**config.mk**
```make
export PLATFORM = sky130hd
export DESIGN_NAME = if_stage
export DESIGN_NICKNAME = d
export VERILOG_FILES = /design/src/rtl/riscv_pkg.sv /design/src/rtl/if_stage_fetch_fifo.sv /design/src/rtl/if_stage.sv
export SDC_FILE = /design/constraint.sdc
export NUM_CORES = 1
export LEC_CHECK = 0
export BUFFER_PORTS_ARGS = -buffer_cell sky130_fd_sc_hd__buf_2
export CAP_MARGIN = 40
export CORE_ASPECT_RATIO = 1.75
export CORE_MARGIN = 8
export CORE_UTILIZATION = 25
export DETAILED_ROUTE_END_ITERATION = 8
export PLACE_DENSITY = 0.52
export SYNTH_ARGS = -nofsm -noshare
export SYNTH_HDL_FRONTEND = slang
export SYNTH_SLANG_ARGS = --single-unit
```
**constraint.sdc**
```tcl
create_clock -name clk -period 6.5 [get_ports clk]
set_clock_uncertainty 0.15 [all_clocks]
set_input_delay 0.325 -clock clk [delete_from_list [all_inputs] [get_ports clk]]
set_output_delay 0.325 -clock clk [all_outputs]
set_load 0.03 [all_outputs]
```
**src/rtl/riscv_pkg.sv**
```systemverilog
// Shared core definitions: machine width, canonical NOP, reset vector and the
// {instruction, pc} record that moves from fetch into decode.
package riscv_pkg;

    localparam int XLEN = 32;

    localparam logic [XLEN-1:0] NOP_INSTR        = 32'h0000_0013;
    localparam logic [XLEN-1:0] DEFAULT_RESET_PC = 32'h0000_0000;
    localparam logic [XLEN-1:0] INSTR_BYTES      = 32'd4;

    typedef struct packed {
        logic [XLEN-1:0] instr;
        logic [XLEN-1:0] pc;
    } fetch_entry_t;

    function automatic logic [XLEN-1:0] word_align(input logic [XLEN-1:0] addr);
        return {addr[XLEN-1:2], 2'b00};
    endfunction

    // Sequential fetch address; wraps modulo 2^XLEN.
    function automatic logic [XLEN-1:0] next_pc(input logic [XLEN-1:0] pc);
        return pc + INSTR_BYTES;
    endfunction

endpackage

```
**src/rtl/if_stage_fetch_fifo.sv**
```systemverilog
// Small circular buffer holding fetched {instruction, pc} records.
// Flush empties it in one cycle; storage itself is never reset.
module fetch_fifo #(
    parameter int WIDTH = 64,
    parameter int DEPTH = 2,
    parameter int CW    = $clog2(DEPTH) + 1
) (
    input  logic             clk,
    input  logic             reset,
    input  logic             flush,
    input  logic             push,
    input  logic [WIDTH-1:0] push_data,
    input  logic             pop,
    output logic [WIDTH-1:0] head_data,
    output logic [CW-1:0]    count,
    output logic             empty,
    output logic             full
);

    localparam int AW = $clog2(DEPTH);

    logic [WIDTH-1:0] mem [DEPTH];
    logic [AW-1:0]    wr_ptr;
    logic [AW-1:0]    rd_ptr;
    logic             do_push;
    logic             do_pop;

    assign empty     = (count == '0);
    assign full      = (count == CW'(DEPTH));
    assign do_pop    = pop && !empty;
    // A push into a full buffer is only accepted when the head leaves in the same cycle.
    assign do_push   = push && (!full || do_pop);
    assign head_data = mem[rd_ptr];

    always_ff @(posedge clk or negedge reset) begin
        if (!reset) begin
            wr_ptr <= '0;
            rd_ptr <= '0;
            count  <= '0;
        end else if (flush) begin
            wr_ptr <= '0;
            rd_ptr <= '0;
            count  <= '0;
        end else begin
            if (do_push) wr_ptr <= wr_ptr + 1'b1;
            if (do_pop)  rd_ptr <= rd_ptr + 1'b1;
            count <= count + CW'(do_push) - CW'(do_pop);
        end
    end

    always_ff @(posedge clk) begin
        if (do_push && !flush) mem[wr_ptr] <= push_data;
    end

endmodule

```
**src/rtl/if_stage.sv**
```systemverilog
// Instruction fetch: owns the PC, issues credit-limited in-order fetches and
// hands buffered {instruction, pc} to decode; EX redirects flush stale work.
module if_stage
    import riscv_pkg::*;
#(
    parameter logic [31:0] RESET_PC   = DEFAULT_RESET_PC,
    parameter int          FIFO_DEPTH = 2
) (
    input  logic        clk,
    input  logic        reset,
    output logic        imem_req_valid,
    input  logic        imem_req_ready,
    output logic [31:0] imem_req_addr,
    input  logic        imem_rsp_valid,
    input  logic [31:0] imem_rsp_data,
    input  logic        redirect_valid,
    input  logic [31:0] redirect_pc,
    input  logic        id_ready,
    output logic        if_valid,
    output logic [31:0] if_instruction,
    output logic [31:0] if_pc
);

    localparam int CW = $clog2(FIFO_DEPTH) + 1;

    logic [XLEN-1:0] pc;
    logic [XLEN-1:0] rsp_pc;
    logic [CW-1:0]   outstanding;
    logic [CW-1:0]   outstanding_nxt;
    logic [CW-1:0]   discard;
    logic [CW-1:0]   fifo_count;
    logic [CW:0]     credits_used;

    logic            req_fire;
    logic            rsp_drop;
    logic            fifo_push;
    logic            fifo_pop;
    logic            fifo_empty;
    logic            fifo_full;

    fetch_entry_t    push_entry;
    fetch_entry_t    head_entry;

    // Responses still owed to discard belong to pre-redirect requests, so they
    // do not occupy future buffer space; discard never exceeds outstanding.
    assign credits_used   = {1'b0, outstanding} + {1'b0, fifo_count} - {1'b0, discard};
    assign imem_req_valid = reset && !redirect_valid && (credits_used < (CW+1)'(FIFO_DEPTH));
    assign imem_req_addr  = pc;
    assign req_fire       = imem_req_valid && imem_req_ready;

    assign rsp_drop        = redirect_valid || (discard != '0);
    assign fifo_push       = imem_rsp_valid && !rsp_drop;
    assign outstanding_nxt = outstanding + CW'(req_fire) - CW'(imem_rsp_valid);

    assign push_entry = '{instr: imem_rsp_data, pc: rsp_pc};

    assign if_valid       = !fifo_empty && !redirect_valid;
    assign fifo_pop       = if_valid && id_ready;
    assign if_instruction = if_valid ? head_entry.instr : NOP_INSTR;
    assign if_pc          = if_valid ? head_entry.pc    : '0;

    fetch_fifo #(
        .WIDTH ($bits(fetch_entry_t)),
        .DEPTH (FIFO_DEPTH),
        .CW    (CW)
    ) u_fetch_fifo (
        .clk       (clk),
        .reset     (reset),
        .flush     (redirect_valid),
        .push      (fifo_push),
        .push_data (push_entry),
        .pop       (fifo_pop),
        .head_data (head_entry),
        .count     (fifo_count),
        .empty     (fifo_empty),
        .full      (fifo_full)
    );

    // rsp_pc is the PC of the next response that will be kept: after a redirect
    // every in-flight response is discarded, so it restarts at the target.
    always_ff @(posedge clk or negedge reset) begin
        if (!reset) begin
            pc          <= RESET_PC;
            rsp_pc      <= RESET_PC;
            outstanding <= '0;
            discard     <= '0;
        end else begin
            outstanding <= outstanding_nxt;
            if (redirect_valid) begin
                pc      <= word_align(redirect_pc);
                rsp_pc  <= word_align(redirect_pc);
                discard <= outstanding_nxt;
            end else begin
                if (req_fire) pc <= next_pc(pc);
                if (imem_rsp_valid && (discard != '0)) discard <= discard - 1'b1;
                if (fifo_push) rsp_pc <= next_pc(rsp_pc);
            end
        end
    end

    rsp_fits_fifo: assert property (@(posedge clk) disable iff (!reset)
        fifo_push |-> (!fifo_full || fifo_pop));

    rsp_has_request: assert property (@(posedge clk) disable iff (!reset)
        imem_rsp_valid |-> (outstanding != '0));

    discard_bounded: assert property (@(posedge clk) disable iff (!reset)
        discard <= outstanding);

endmodule

```
# Yosys cells after proc, flatten, opt, wreduce, memory -nomap -nowiden
# Memories as Yosys holds them, arrays and structs flattened.
# Cells that the tools add are included.
[totals] regBits=72 mem_bits_rw=128 input_bits=70 elab_cells=59 n_memories=1
[memory_table] name="u_fetch_fifo.mem" depth=2 width=64 rd=1 rd_ports_with_merged_regs=0 write_ports=1 line="if_stage_fetch_fifo.sv:22" rtl="logic [WIDTH-1:0] mem [DEPTH];"
[op_classes] add_sub_neg=11 order_cmp=1 eq_ne=1 n_mux=15 reduce_logical=23
[ops] operator="$mux W32" count=6
[ops] operator="$add A32 B3 Y32 const B" count=2
[ops] operator="$reduce_bool A2 Y1" count=6
[ops] operator="$logic_and A1 B1 Y1" count=10
[ops] operator="$mux W1" count=6
[ops] operator="$mux W2" count=3
[ops] operator="$add A2 B1 Y2" count=2
[ops] operator="$logic_not A1 Y1" count=4
[ops] operator="$sub A2 B1 Y2" count=2
[ops] operator="$add A2 B2 Y3" count=1
[ops] operator="$lt A3 B2 Y1 const B" count=1
[ops] operator="$sub A3 B2 Y3" count=1
[ops] operator="$add A1 B1 Y1 const B" count=2
[ops] operator="$eq A2 B2 Y1 const B" count=1
[ops] operator="$logic_not A2 Y1" count=1
[ops] operator="$logic_or A1 B1 Y1" count=2
[ops] operator="$sub A2 B1 Y2 const B" count=1

# Longest topological paths before layout
[depth] depth_word=10 depth_mapped=16 ltp_nobuf=14

# Hierarchy
# From an unflattened synthesis, not the netlist that was laid out.
[hier_totals] cells_unflattened=713 hier_area_um2=9152.5
[modules_own_cells] mod="fetch_fifo" instances=1 cells_per_inst=228 area_per_inst_um2=4902.2 seq_area_each_um2=3943.8
[modules_own_cells] mod="if_stage" instances=1 cells_per_inst=485 area_per_inst_um2=4250.3 seq_area_each_um2=1601.5

# Worst setup path before layout
# No wires, ideal clock.
[synth_path] path_type="register to register" from="register discard[1]" to="memory u_fetch_fifo.mem[0][10] (enable)" setup_time_ns=0.490 t_arrival_ns=3.976 setup_slack_ns=1.884 path_stages_with_launch=6 path_buffers=0 synth_period_minus_slack_ns=4.616 cell_sequence="dfrtp_1 -> inv_1 -> ha_1 -> nand2_1 -> a211oi_1 -> nor2b_1"
[synth_via] elab_chain_len=8
[synth_rtl] element="start, declared" line="if_stage.sv:30" rtl="logic [CW-1:0] discard;"
[synth_rtl] element="start signal, assigned" line="if_stage.sv:92" rtl="discard <= outstanding_nxt;"
[synth_rtl] element="start signal, assigned" line="if_stage.sv:95" rtl="if (imem_rsp_valid && (discard != '0)) discard <= discard - 1'b1;"
[synth_rtl] element="$reduce_bool A2 Y1" line="if_stage.sv:51" rtl="assign rsp_drop = redirect_valid || (discard != '0);"
[synth_rtl] element="$logic_or A1 B1 Y1" line="if_stage.sv:51"
[synth_rtl] element="$logic_not A1 Y1" line="if_stage.sv:52" rtl="assign fifo_push = imem_rsp_valid && !rsp_drop;"
[synth_rtl] element="$logic_and A1 B1 Y1" line="if_stage.sv:52"
[synth_rtl] element="$logic_and A1 B1 Y1" line="if_stage_fetch_fifo.sv:32" rtl="assign do_push = push && (!full || do_pop);"
[synth_rtl] element="$logic_and A1 B1 Y1" line="if_stage_fetch_fifo.sv:52" rtl="if (do_push && !flush) mem[wr_ptr] <= push_data;"
[synth_rtl] element="$mux W1" line="if_stage_fetch_fifo.sv:52"
[synth_rtl] element="$mux W1 (implied by the code)" line="if_stage_fetch_fifo.sv:52"
[synth_rtl] element="end, declared" line="if_stage_fetch_fifo.sv:22"
# Every way passes these cells.

# Worst setup path after layout
[layout_path] from="register u_fetch_fifo.count[1]" to="register discard[1]"
[layout_via] elab_chain_len=8
[layout_rtl] element="start, declared" line="if_stage_fetch_fifo.sv:15" rtl="output logic [CW-1:0] count,"
[layout_rtl] element="start signal, assigned" line="if_stage_fetch_fifo.sv:47" rtl="count <= count + CW'(do_push) - CW'(do_pop);"
[layout_rtl] element="$add A2 B2 Y3" line="if_stage.sv:46" rtl="assign credits_used = {1'b0, outstanding} + {1'b0, fifo_count} - {1'b0, discard};"
[layout_rtl] element="$sub A3 B2 Y3" line="if_stage.sv:46"
[layout_rtl] element="$lt A3 B2 Y1" line="if_stage.sv:47" rtl="assign imem_req_valid = reset && !redirect_valid && (credits_used < (CW+1)'(FIFO_DEPTH));"
[layout_rtl] element="$logic_and A1 B1 Y1" line="if_stage.sv:47"
[layout_rtl] element="$logic_and A1 B1 Y1" line="if_stage.sv:49" rtl="assign req_fire = imem_req_valid && imem_req_ready;"
[layout_rtl] element="$add A2 B1 Y2" line="if_stage.sv:53" rtl="assign outstanding_nxt = outstanding + CW'(req_fire) - CW'(imem_rsp_valid);"
[layout_rtl] element="$sub A2 B1 Y2" line="if_stage.sv:53"
[layout_rtl] element="net outstanding_nxt[1]" line="if_stage.sv:29" rtl="logic [CW-1:0] outstanding_nxt;"
[layout_rtl] element="$mux W2" line="if_stage.sv:89" rtl="if (redirect_valid) begin"
# The timed path passes the listed nets, and every way through them passes these cells.
# A chain may end at the register's enable or synchronous reset.

==> results by group <==
Yosys
  – Synth warn: 0
  – Post-synth EDFFs: between 100 and 150
  – Largest family of logic cells by synthesized area: simple AND/OR/NAND/NOR gates
  – Top cells by area, synth: edfxtp_1, dfrtp_1, mux2i_1, nor2_1, nand3_1
  – Ys async rst share: 0.354
  – Top-area cell type share of the netlist area: 0.432
  – Yosys reg bits: roughly 190
  – Syn Area/Cell: 12.5 µm²
  – Multiplexer share of the synthesized area: 0.0950
  – Synth top cells by count: edfxtp_1, nor2_1, dfrtp_1
  – Cells after Synth: 691
  – Xor/xnor share of the synthesized area: 0.0477
  – Complex-gate fraction of the synthesized area: 0.0431
  – Synth cell types: between 50 and 60
  – Dominant synthesized flop cell: edfxtp_1
  – Most numerous cell in the Yosys netlist: edfxtp_1
  – Post-synthesis adder-cell area fraction: 0.0162
  – Mapped Area: roughly 0.0086 mm²
  – Simple-Gate Fraction of Synth Area: 0.145
  – Sequential area share after synthesis: 0.629
  – Cell taking the most area after synthesis: edfxtp_1

Clock network
  – Setup bufs post-CTS: 0
  – Worst-path clk slew: around 0.080 ns
  – Clock root cell: clkbuf_16
  – H-Tree Depth: 4
  – Cts bufs inserted: 17
  – TritonCTS clock tree: built
  – Clk buf depth: 2
  – CTS sink count: about 190
  – Clk Latency, worst-skew pair: 0.44 ns

Power
  – LEAKAGE: between 0.004 and 0.005 µW
  – Switching power: between 1000 and 1500 µW
  – Sequential share of power: 0.451
  – PwrDens: 311 mW/mm²
  – Clock Power Share: 0.299
  – Sw Share: 0.330
  – Combinational share of power: 0.250
  – Max IR drop VDD: between 0.00015 and 0.0002 V
  – Cell internal pwr: about 2300 µW

Global route
  – GR Overflow Total: 0
  – Largest net degree at the start of global routing: around 60
  – Initial antenna violation count: 0
  – Vias in the first global route: 6354
  – First-pass GRT wire length: 37000 µm
  – GRT Util Overall: 0.122

Worst setup path
  – Worst path max stage delay: roughly 0.52 ns
  – CP max FO: 23
  – Endpoint class of the critical path: flop
  – CP Data Required Time: approximately 6.7 ns
  – Crit start category: flop
  – Crit path DAT: ~3.9 ns
  – Worst path cell trace: fa_1 -> inv_1 -> fa_1 -> xor2_1 -> nor2_1 -> buf_4 -> inv_2 -> ha_1 -> inv_1 -> ha_1 -> xnor2_1 -> xnor2_1 -> nand2_1 -> o21ai_0
  – Slowest CP cell: fa_1
  – Buf/Inv on CP: 4
  – Delay-heaviest family, CP: adder cells
  – CP Class: flop to flop

Floorplanning
  – Top Ports: 168
  – Die Area: 0.0409 mm²
  – Core Region: 0.0342 mm²
  – Initial Utilization: 0.252
  – DIE HEIGHT: around 260 µm
  – Row cnt: 90
  – Die Span X: roughly 160 µm

STA
  – Fmax: 0.274 GHz
  – Endpoints failing setup: 0
  – Final Hold Fails: 0
  – Slew HR: 0.416
  – Setup_tns: 0 ns
  – Slew of the pin with the lowest slew margin: slightly below 0.9 ns
  – Hold_ws: ~0.018 ns
  – Minimum clock period: 3.65 ns
  – Max-slew violations: 0
  – RSZ-0062 raised after global routing: false
  – Final worst path period share: 0.562

Drt
  – Post-DR wirelength/cell: about 18 µm
  – # DRC: 0
  – Final antenna-violating net count: 0
  – DR WL met2: about 14000 µm
  – Initial DRT Pass Iterations: 4
  – Iter 0 DRT Violations: about 270
  – Metal-1 WL: about 9100 µm
  – Vias: about 6100
  – Top routing layer used: met4
  – Routed wl met3: slightly below 1000 µm
  – Vias per Instance: between 4 and 5
  – WL final: 24500 µm

Layout
  – Multi-input gate area: approximately 0.0030 mm²
  – Design Area, Final: roughly 0.011 mm²
  – Antenna cell count: 0
  – Register area: 0.00543 mm²
  – FILL cells: 3532
  – Share of cells above drive strength 1: 0.251
  – Syn-to-layout area delta: 29.7%
  – Final non-filler cell total: roughly 1400
  – Final #Nets: 992

Place
  – Dpl cells: roughly 1300
  – Placed cell area: approximately 0.01 mm²
  – Quantity of I/O buffers inserted on ports: roughly 160
  – Hpwl dp: around 18000 µm
  – GP Congestion: 0.835

Worst hold path
  – Min-delay worst type: input pin to flop

Run status
  – Status: completed

Run
  – Max Cap Viol: 0
cells in the final DEF (no fill, tap or decap), drive strengths merged, types with 21 or more instances in the layout:
cell type / netlist / layout
xnor2: 22 / 22
inv: 19 / 21
nor2: 87 / 87
xor2: 25 / 25
clkbuf: 17 / 23
nand3: 45 / 45
mux2i: 65 / 65
dlygate4sd3: 0 / 56
o21ai: 26 / 26
edfxtp: 124 / 124
nand2: 45 / 45
dfrtp: 68 / 68
buf: 13 / 172
through the flow:
stage / setup slack [ns] / utilization / total power, µW
detailed placement: 2.84 / 0.293 / 2460
floorplan: 1.88 / - / 2150
global route: 2.62 / 0.327 / 3670
global placement: 2.85 / 0.291 / 2430
CTS: 2.81 / 0.327 / 3540
finish: 2.85 / 0.327 / 3480
worst register-to-register path: stages (launching register included):
cell,delay (ns)
dfrtp_1,0.46
fa_1,0.52
inv_1,0.06
fa_1,0.43
xor2_1,0.35
nor2_1,0.09
buf_4,0.21
inv_2,0.33
ha_1,0.32
inv_1,0.05
ha_1,0.15
xnor2_1,0.14
xnor2_1,0.16
nand2_1,0.07
o21ai_0,0.09
path summary, 6_finish.rpt:
check	start	endpoint	slack [ns]	depth (start not counted)
min in group asynchronous	reset	imem_req_addr[14]	0.16	2
setup reg to reg	u_fetch_fifo.count[1]	discard[1]	2.85	14
hold reg to reg	rsp_pc[31]	u_fetch_fifo.mem[1][31]	0.35	0
setup / recovery	u_fetch_fifo.count[1]	discard[1]	2.85	14
hold / removal	redirect_pc[13]	imem_req_addr[13]	0.02	3
max in group asynchronous	reset	u_fetch_fifo.rd_ptr	4.84	3
cell type report:
| class | count | area share |
|---|---|---|
| inverters | 19 | 0.00638 |
| multi-input cells | 453 | 0.271 |
| well taps | 460 | 0.0515 |
| clock buffers | 23 | 0.0475 |
| clock inverters | 9 | 0.00582 |
| repair buffers | 229 | 0.132 |
| flip-flops and latches | 192 | 0.485 |
state kept, by name (all words and copies together), names as in the netlist:
register / flops
u_fetch_fifo.wr_ptr: 1
u_fetch_fifo.mem: 124
rsp_pc: 30
u_fetch_fifo.rd_ptr: 1
outstanding: 2
discard: 2
u_fetch_fifo.count: 2
imem_req_addr: 30
layer usage:
metal,global-route usage,vias to the layer above
met5,0,-
li1,-,2949
met4,0.0646,0
met2,0.225,132
met3,0.0290,37
met1,0.124,2948
cell families after synthesis:
kind of cell             Yosys count
AO/OA/AOI/OAI                     59
XOR/XNOR                          47
adder cells (fa/ha/maj)           10
buffers and inverters             49
flip-flops                       192
multiplexers                      80
other                              1
AND/OR/NAND/NOR                  253
power groups by stage:
| stage | Combinational, µW | Clock (µW) | Sequential, µW |
|---|---|---|---|
| finish | 871 | 1040 | 1570 |
| global route | 961 | 1120 | 1590 |
| CTS | 893 | 1080 | 1570 |
| detailed placement | 862 | 0 | 1590 |
| global placement | 846 | 0 | 1590 |
| floorplan | 545 | 0 | 1600 |
what timing repair did:
action,in CTS,in global routing
resized for setup,0,0
hold endpoints to repair,108,0
hold buffers,56,0
Note: power is estimated with default switching activity, not from simulation.
